<file path="config.mk">
export PLATFORM = sky130hd
export DESIGN_NAME = hsi_s_rx_frame_ctrl_flat
export DESIGN_NICKNAME = d
export VERILOG_FILES = /design/src/rtl/hsi_s_rx_frame_ctrl_if.sv /design/src/rtl/hsi_s_rx_frame_ctrl.sv /design/src/flat_wrapper.sv
export SDC_FILE = /design/constraint.sdc
export NUM_CORES = 1
export LEC_CHECK = 0
export BUFFER_PORTS_ARGS = -buffer_cell sky130_fd_sc_hd__buf_2
export CORE_ASPECT_RATIO = 0.75
export CORE_MARGIN = 1
export CORE_UTILIZATION = 55
export DETAILED_ROUTE_END_ITERATION = 10
export PLACE_DENSITY = 0.77
export SLEW_MARGIN = 0
export SYNTH_ARGS = -nofsm -noshare
export SYNTH_HDL_FRONTEND = slang
export SYNTH_SLANG_ARGS = --single-unit
</file>
<file path="constraint.sdc">
create_clock -name clk -period 6.15 [get_ports clk]
set_clock_uncertainty 0.2 [all_clocks]
set_input_delay 0.9225 -clock clk [delete_from_list [all_inputs] [get_ports clk]]
set_output_delay 0.9225 -clock clk [all_outputs]
set_load 0.1 [all_outputs]
</file>
<file path="src/rtl/hsi_s_rx_frame_ctrl_if.sv">
// Decoder-to-frame-controller bus. It carries the decoded byte stream in and
// the frame results out.
// The slave modport is the receive frame controller. The master modport is
// the side that feeds decoded bytes and consumes the frame results.
interface hsi_s_rx_frame_ctrl_if;
    logic [7:0] dec_d;
    logic       dec_d_rdy;
    logic       dec_err;
    logic [7:0] rx_flag;
    logic       rx_frame_end;
    logic       rx_err;
    logic [7:0] rx_d;
    logic       rx_d_rdy;
    logic       rx_busy;
    logic [7:0] rx_err_cnt;

    modport master (
        output dec_d, dec_d_rdy, dec_err,
        input  rx_flag, rx_frame_end, rx_err, rx_d, rx_d_rdy, rx_busy, rx_err_cnt
    );

    modport slave (
        input  dec_d, dec_d_rdy, dec_err,
        output rx_flag, rx_frame_end, rx_err, rx_d, rx_d_rdy, rx_busy, rx_err_cnt
    );
endinterface

</file>
<file path="src/rtl/hsi_s_rx_frame_ctrl.sv">
// Slave-side receive frame controller.
// It parses each frame as a flag byte, a flag-dependent payload and then a
// CRC16 high byte and low byte.
// The CRC is CRC16-CCITT over every byte of the frame, including the CRC
// bytes themselves, so a good frame leaves a residue of zero.
// The controller forwards payload bytes. It ends each frame with either an
// rx_frame_end pulse or an rx_err pulse.
// Optional feature macro: HSI_RX_ERR_CNT_EN enables a saturating error
// counter on rx_err_cnt. Without the macro, rx_err_cnt reads 0.
//
// state   | meaning
// IDLE    | waiting for a flag byte
// PAYLOAD | receiving flag-dependent payload bytes
// CRC_HI  | waiting for CRC high byte
// CRC_LO  | waiting for CRC low byte
// CHECK   | one cycle: residue check, pulse frame_end or err
`ifndef FLAG_CONTROL_COMMAND_WORD
`define FLAG_CONTROL_COMMAND_WORD 8'hA1
`endif
`ifndef FLAG_STATUS_REQUEST
`define FLAG_STATUS_REQUEST 8'hA2
`endif
`ifndef FLAG_DATA_PACKET_REQUEST
`define FLAG_DATA_PACKET_REQUEST 8'hA3
`endif

module hsi_s_rx_frame_ctrl #(
    parameter int CMD_LEN  = 2,
    parameter int STAT_LEN = 0,
    parameter int DREQ_LEN = 1,
    parameter int TIMEOUT  = 200
) (
    input  logic clk,
    input  logic n_rst,
    input  logic clk_en,
    hsi_s_rx_frame_ctrl_if.slave bus
);
    typedef enum logic [2:0] {IDLE, PAYLOAD, CRC_HI, CRC_LO, CHECK} state_t;

    state_t      state, state_nxt;
    logic [15:0] crc;
    logic [7:0]  byte_cnt;
    logic [7:0]  tick_cnt;
    logic [7:0]  rx_flag_q;
    logic [7:0]  rx_d_q;
    logic        rx_d_rdy_q;
    logic        err_q;
    logic        rx_err_int;
    logic        rx_end_int;

    logic        in_frame, byte_ok, timeout_hit, abort, flag_take, data_take;
    logic        flag_known;
    logic [7:0]  flag_len;

    function automatic logic [15:0] crc_upd(input logic [15:0] c, input logic [7:0] d);
        logic [15:0] r;
        r = c ^ {d, 8'h00};
        for (int i = 0; i < 8; i++) begin
            r = r[15] ? ((r << 1) ^ 16'h1021) : (r << 1);
        end
        return r;
    endfunction

    // Flag decode and the byte/abort qualifiers shared by FSM and datapath.
    always_comb begin
        flag_known = 1'b1;
        flag_len   = 8'd0;
        case (bus.dec_d)
            `FLAG_CONTROL_COMMAND_WORD: flag_len = 8'(CMD_LEN);
            `FLAG_STATUS_REQUEST:       flag_len = 8'(STAT_LEN);
            `FLAG_DATA_PACKET_REQUEST:  flag_len = 8'(DREQ_LEN);
            default:                    flag_known = 1'b0;
        endcase
        in_frame    = (state == PAYLOAD) || (state == CRC_HI) || (state == CRC_LO);
        // Error wins over a coincident byte: the byte is discarded.
        byte_ok     = bus.dec_d_rdy && !bus.dec_err;
        timeout_hit = in_frame && clk_en && !bus.dec_d_rdy && (tick_cnt == 8'(TIMEOUT - 1));
        abort       = in_frame && (bus.dec_err || timeout_hit);
        flag_take   = (state == IDLE) && byte_ok;
        data_take   = in_frame && byte_ok;
    end

    // State register.
    always_ff @(posedge clk or negedge n_rst) begin
        if (!n_rst) state <= IDLE;
        else        state <= state_nxt;
    end

    // Next-state logic.
    always_comb begin
        state_nxt = state;
        case (state)
            IDLE:    if (flag_take && flag_known)
                         state_nxt = (flag_len == 8'd0) ? CRC_HI : PAYLOAD;
            PAYLOAD: if (abort) state_nxt = IDLE;
                     else if (data_take && byte_cnt == 8'd1) state_nxt = CRC_HI;
            CRC_HI:  if (abort) state_nxt = IDLE;
                     else if (data_take) state_nxt = CRC_LO;
            CRC_LO:  if (abort) state_nxt = IDLE;
                     else if (data_take) state_nxt = CHECK;
            CHECK:   state_nxt = IDLE;
            default: state_nxt = IDLE;
        endcase
    end

    // Output decode: residue check in CHECK, registered errors otherwise.
    always_comb begin
        rx_end_int = (state == CHECK) && (crc == 16'h0000);
        rx_err_int = err_q || ((state == CHECK) && (crc != 16'h0000));
    end

    // Datapath: flag, CRC, payload forwarding, byte and timeout counters.
    always_ff @(posedge clk or negedge n_rst) begin
        if (!n_rst) begin
            rx_flag_q  <= 8'h00;
            crc        <= 16'hFFFF;
            byte_cnt   <= 8'd0;
            rx_d_q     <= 8'h00;
            rx_d_rdy_q <= 1'b0;
            err_q      <= 1'b0;
            tick_cnt   <= 8'd0;
        end else begin
            rx_d_rdy_q <= 1'b0;
            err_q      <= abort || (flag_take && !flag_known);
            if (flag_take) begin
                rx_flag_q <= bus.dec_d;
                crc       <= flag_known ? crc_upd(16'hFFFF, bus.dec_d) : 16'hFFFF;
                byte_cnt  <= flag_len;
            end
            if (data_take) begin
                crc <= crc_upd(crc, bus.dec_d);
                if (state == PAYLOAD) begin
                    rx_d_q     <= bus.dec_d;
                    rx_d_rdy_q <= 1'b1;
                    byte_cnt   <= byte_cnt - 8'd1;
                end
            end
            if (abort || state == CHECK) crc <= 16'hFFFF;
            if (!in_frame || abort || data_take) tick_cnt <= 8'd0;
            else if (clk_en)                     tick_cnt <= tick_cnt + 8'd1;
        end
    end

    assign bus.rx_flag      = rx_flag_q;
    assign bus.rx_d         = rx_d_q;
    assign bus.rx_d_rdy     = rx_d_rdy_q;
    assign bus.rx_frame_end = rx_end_int;
    assign bus.rx_err       = rx_err_int;
    assign bus.rx_busy      = (state != IDLE);

`ifdef HSI_RX_ERR_CNT_EN
    logic [7:0] err_cnt;

    // Saturating count of rx_err pulses, cleared only by reset.
    always_ff @(posedge clk or negedge n_rst) begin
        if (!n_rst)                              err_cnt <= 8'd0;
        else if (rx_err_int && err_cnt != 8'hFF) err_cnt <= err_cnt + 8'd1;
    end

    assign bus.rx_err_cnt = err_cnt;
`else
    assign bus.rx_err_cnt = 8'h00;
`endif
endmodule

</file>
<file path="src/flat_wrapper.sv">
// flat-port wrapper written by rule: the top's interface ports become plain ports
module hsi_s_rx_frame_ctrl_flat 
#(
    parameter int CMD_LEN  = 2,
    parameter int STAT_LEN = 0,
    parameter int DREQ_LEN = 1,
    parameter int TIMEOUT  = 200
)
  (clk, n_rst, clk_en, bus_dec_d, bus_dec_d_rdy, bus_dec_err, bus_rx_flag, bus_rx_frame_end, bus_rx_err, bus_rx_d, bus_rx_d_rdy, bus_rx_busy, bus_rx_err_cnt);
  hsi_s_rx_frame_ctrl_if bus_i ();
  input  logic clk;
  input  logic n_rst;
  input  logic clk_en;
  input wire logic [$bits(bus_i.dec_d)-1:0] bus_dec_d;
  input wire logic [$bits(bus_i.dec_d_rdy)-1:0] bus_dec_d_rdy;
  input wire logic [$bits(bus_i.dec_err)-1:0] bus_dec_err;
  output wire logic [$bits(bus_i.rx_flag)-1:0] bus_rx_flag;
  output wire logic [$bits(bus_i.rx_frame_end)-1:0] bus_rx_frame_end;
  output wire logic [$bits(bus_i.rx_err)-1:0] bus_rx_err;
  output wire logic [$bits(bus_i.rx_d)-1:0] bus_rx_d;
  output wire logic [$bits(bus_i.rx_d_rdy)-1:0] bus_rx_d_rdy;
  output wire logic [$bits(bus_i.rx_busy)-1:0] bus_rx_busy;
  output wire logic [$bits(bus_i.rx_err_cnt)-1:0] bus_rx_err_cnt;
  assign bus_i.dec_d = bus_dec_d;
  assign bus_i.dec_d_rdy = bus_dec_d_rdy;
  assign bus_i.dec_err = bus_dec_err;
  assign bus_rx_flag = bus_i.rx_flag;
  assign bus_rx_frame_end = bus_i.rx_frame_end;
  assign bus_rx_err = bus_i.rx_err;
  assign bus_rx_d = bus_i.rx_d;
  assign bus_rx_d_rdy = bus_i.rx_d_rdy;
  assign bus_rx_busy = bus_i.rx_busy;
  assign bus_rx_err_cnt = bus_i.rx_err_cnt;
  hsi_s_rx_frame_ctrl #(.CMD_LEN(CMD_LEN), .STAT_LEN(STAT_LEN), .DREQ_LEN(DREQ_LEN), .TIMEOUT(TIMEOUT)) u_core (.clk(clk), .n_rst(n_rst), .clk_en(clk_en), .bus(bus_i));
endmodule
</file>
Yosys cells after proc, flatten, opt, wreduce, memory -nomap -nowiden
Index checks and enable logic that the tools add are counted.
{ "totals": {"out_inout_bits": 28, "elab_cells": 113, "inputBits": 13, "ff_bits": 53} }
{ "op_classes": {"reduce_logical": 34, "addsub": 2, "eq_ne": 13, "muxes": 38, "bitwise": 18} }
{ "ops": {"columns": ["op", "n"], "rows": [
  ["13-bit 2-to-1 mux", 16],
  ["16-bit 2-to-1 mux", 4],
  ["3-bit NOT", 16],
  ["8-bit 2-to-1 mux", 5],
  ["8-bit == test (second input constant)", 4],
  ["3-bit 2-to-1 mux", 7],
  ["16-bit zero test", 1],
  ["16-bit NOT", 1],
  ["16-bit nonzero test", 1],
  ["16-bit XOR", 1],
  ["1-bit logical AND", 12],
  ["3-bit case mux with 4 select lines", 1],
  ["3-bit by 1-bit inequality test with 1-bit output (second input constant)", 3],
  ["8-bit by 1-bit adder with 8-bit output (second input constant)", 1],
  ["8-bit by 1-bit == test with 1-bit output (second input constant)", 1],
  ["8-bit zero test", 1],
  ["1-bit logical OR", 8],
  ["8-bit by 1-bit subtractor with 8-bit output (second input constant)", 1],
  ["3-bit by 2-bit == test with 1-bit output (second input constant)", 2],
  ["3-bit nonzero test", 2],
  ["1-bit zero test", 4],
  ["2-bit case mux with 2 select lines", 1],
  ["4-bit AND reduction", 1],
  ["3-bit by 1-bit == test with 1-bit output (second input constant)", 1],
  ["other kinds (8)", 10]
]} }

Depth between registers and ports, before layout
{ "depth": {"ltp_word": 21, "ltp_mapped": 7, "mapped_depth_nobuf": 5} }

Worst setup path after synthesis
No wires, ideal clock.
{ "synth_path": {"path_kind": "flip-flop to output port", "from": "reg u_core.state[1]", "to": "out bus_rx_frame_end", "arrival_ps": 2359, "path_slack_ps": 2668, "path_stages_with_launch": 4, "cell_sequence": "dfrtp_1 buf_2 nor3b_1 nor2b_1"} }
{ "synth_via": {"elab_chain_len": 2} }
{ "synth_lines": {"columns": ["item", "line", "rtl"], "rows": [
  ["from (decl)", "hsi_s_rx_frame_ctrl.sv:40", "state_t state, state_nxt;"],
  ["from (signal assigned)", "hsi_s_rx_frame_ctrl.sv:86", "else state <= state_nxt;"],
  ["3-bit == test", "hsi_s_rx_frame_ctrl.sv:108", "rx_end_int = (state == CHECK) && (crc == 16'h0000);"],
  ["1-bit logical AND", "hsi_s_rx_frame_ctrl.sv:108", null],
  ["to (decl)", "flat_wrapper.sv:18", "output wire logic [$bits(bus_i.rx_frame_end)-1:0] bus_rx_frame_end;"]
]} }
Every way passes these cells.

Worst setup path in the final report
{ "layout_path": {"from": "reg u_core.state[2]", "to": "out bus_rx_frame_end"} }
The elaborated chain is that of the path after synthesis.

==> results.json <==
{
  "drv_cap": 0,
  "ys.flop_type": "dfrtp_1",
  "setup_ws_ns": 2.84,
  "die_w_um": 88.7,
  "vias": 2360,
  "dp_slack_ns": 3.16,
  "min_period_ns": 3.31,
  "stdcell_count": 411,
  "num-fill-cells": 460,
  "ys_seq_elements": 53,
  "relSlewSlack_pct": 32.7,
  "slew_viol_final": 0,
  "drt_iter0_markers": 233,
  "insertedDiodeCount": 0,
  "drc": 0,
  "crit_path_end_kind": "primary output",
  "ctsHoldBuffers": 0,
  "syn_avg_cell_area_um2": 10.0,
  "finalHoldViolCount": 0,
  "drive_gt1_share_pct": 23.5,
  "period_share_pct": 53.8,
  "status": "finished, final reports clean",
  "multi_input_comb_area_um2": 1620,
  "cts_buffers": 5,
  "gr-total-overflow": 0,
  "dr.pass1.iters": 4,
  "syn-cell-area_um2": 3100,
  "grt_pass1_wl_um": 11500,
  "routabilityCongestion": 0.864,
  "grt_pass1_vias": 2222,
  "seqCellArea_um2": 1350,
  "die_y_um": 67.0,
  "grt_antenna_before_repair": 0,
  "synthTopCellsByArea": "dfrtp_1 30%, dfstp_2 14%, xnor2_1 7.4%",
  "h-tree-depth": 2,
  "max-vdd-ir-drop_mv": 0.351,
  "post_cts_buffers": 0,
  "yosys.cell_types.count": 64,
  "place_area_um2": 3260,
  "clkSinkCount": 53,
  "finalPower_mw": 1.52,
  "setup_viol": 0,
  "synth_common_cells": "40 x nand2_1, 37 x dfrtp_1, 26 x xnor2_1",
  "cts_tree": "built",
  "place_inst": 403,
  "nets": 351,
  "reg2reg_slack_ns": 3.63,
  "final_cell_area_um2": 3380,
  "ant_nets": 0,
  "detailed_place_hpwl_um": 4820,
  "hp-class": "reg -> reg",
  "core_area_um2": 5380,
  "clock_latency_ns": 0.32,
  "synth_top_area_cell": "dfrtp_1",
  "worstMarginPinSlew_ns": 1.00,
  "gr-usage-all-layers_pct": 26.1,
  "tns_ns": 0,
  "cts_resized": 0,
  "leakagePower_nw": 1.49,
  "final_util_pct": 62.8,
  "required_ns": 5.03,
  "clock_path_buffers": 2,
  "crit_type": "reg -> out",
  "rsz0062_at_grt": "no",
  "synthCells": 309,
  "wl_per_cell_um": 16.4,
  "area_growth_pct": 9.01,
  "clk_pin_slew_ns": 0.10,
  "wl_um": 6730,
  "arrival_ns": 2.19,
  "crit_fanout": 10,
  "start_util_pct": 57.6,
  "fmax_ghz": 0.302,
  "num_rows": 23,
  "synth_most_common_cell": "nand2_1",
  "cts-root-buf": "clkbuf_8",
  "powerDensity_nw_per_um2": 451,
  "synth_top_area_share_pct": 29.9,
  "viasPerCell": 5.74,
  "async_flop_share_pct": 100,
  "yosysWarnings": 0,
  "grt_max_degree": 54,
  "synth_edf_count": 0,
  "io_pins": 41,
  "dieArea_um2": 5940,
  "crit_path_start_kind": "register",
  "ys_seq_area_share_pct": 43.5,
  "hold_slack_ns": 0.286,
  "port_buffers": 32
}
[final timing paths]
kind / start / to / cells past startpoint
min reg2reg: u_core.bus.rx_flag[1] / u_core.bus.rx_flag[1] / 2
max: u_core.state[2] / bus_rx_frame_end / 3
max in group asynchronous: n_rst / u_core.byte_cnt[4] / 2
min: u_core.bus.rx_flag[1] / u_core.bus.rx_flag[1] / 2
min in group asynchronous: n_rst / u_core.tick_cnt[6] / 2
max reg2reg: u_core.state[2] / u_core.byte_cnt[1] / 4
[power breakdown]
part	switching, mW	internal (mW)	total, mW
Sequential	0.0719	0.452	0.524
Combinational	0.543	0.205	0.748
Clock	0.119	0.132	0.252
[per-layer routing]
| metal | global-route usage [%] | routed length [µm] | up-vias |
|---|---|---|---|
| met2 | 37.0 | 2880 | 82 |
| met4 | 6.65 | 58 | 0 |
| li1 | - | - | 1127 |
| met1 | 39.8 | 3300 | 1146 |
| met5 | 0 | 0 | - |
| met3 | 5.70 | 485 | 5 |
[critical path: stages (launching register included)]
cell     delay [ns]
dfrtp_1        0.62
nor3b_1        0.60
nor2b_1        0.21
buf_2          0.43
[logic make-up (layout without fill, tap and decap cells)]
logic type                 after synthesis  in the layout  synth area share (%)
xor gates and xnor gates                39             39                  12.4
DFF                                     53             53                  43.5
muxes                                   10             10                  3.59
buffers and inverters                   30             50                  5.25
other                                    1              8                 0.121
and+or+nand+nor                        122            122                  21.2
AOI/OAI and AO/OA                       51             51                  12.8
adders and majority gates                3              3                  1.21
[state kept, by name (all words and copies together), names as in the netlist]
register / flops
u_core.byte_cnt: 8
u_core.tick_cnt: 8
u_core.bus.rx_flag: 8
u_core.state: 3
u_core.crc: 16
u_core.bus.rx_d_rdy: 1
u_core.err_q: 1
u_core.bus.rx_d: 8
[final cells by class]
| class | count | share of cell area (%) |
|---|---|---|
| tap | 75 | 2.78 |
| multi-input combinational | 233 | 47.8 |
| sequential | 53 | 39.9 |
| inverter | 9 | 1.00 |
| timing repair buffer | 33 | 4.96 |
| clock inverter | 2 | 1.11 |
| clock buffer | 6 | 2.45 |
[placed cells by master, fill, tap and decap left out, drive strengths merged, types with 2 or more instances in the layout]
cell     netlist  layout
nor2          26      26
nor3b          2       2
xnor3          3       3
and3           4       4
o22a           4       4
nand2b         4       4
a21oi          5       5
o2111ai        2       2
o22ai          2       2
dfstp         16      16
ha             3       3
o21ai          9       9
nor2b          3       3
o221a          2       2
nor4b          4       4
nand3         10      10
nor4           6       6
conb           1       8
a22oi          2       2
nand4          3       3
or3            5       5
clkbuf         7       6
xor2          10      10
nand4b         2       2
a21o           2       2
inv            9       9
a2bb2oi        2       2
o31ai          3       3
nor3           8       8
xnor2         26      26
buf           14      33
nand2         40      40
mux2           9       9
or4b           2       2
dfrtp         37      37
a31oi          4       4
o211a          2       2
Note: power is estimated with default switching activity, not from simulation.
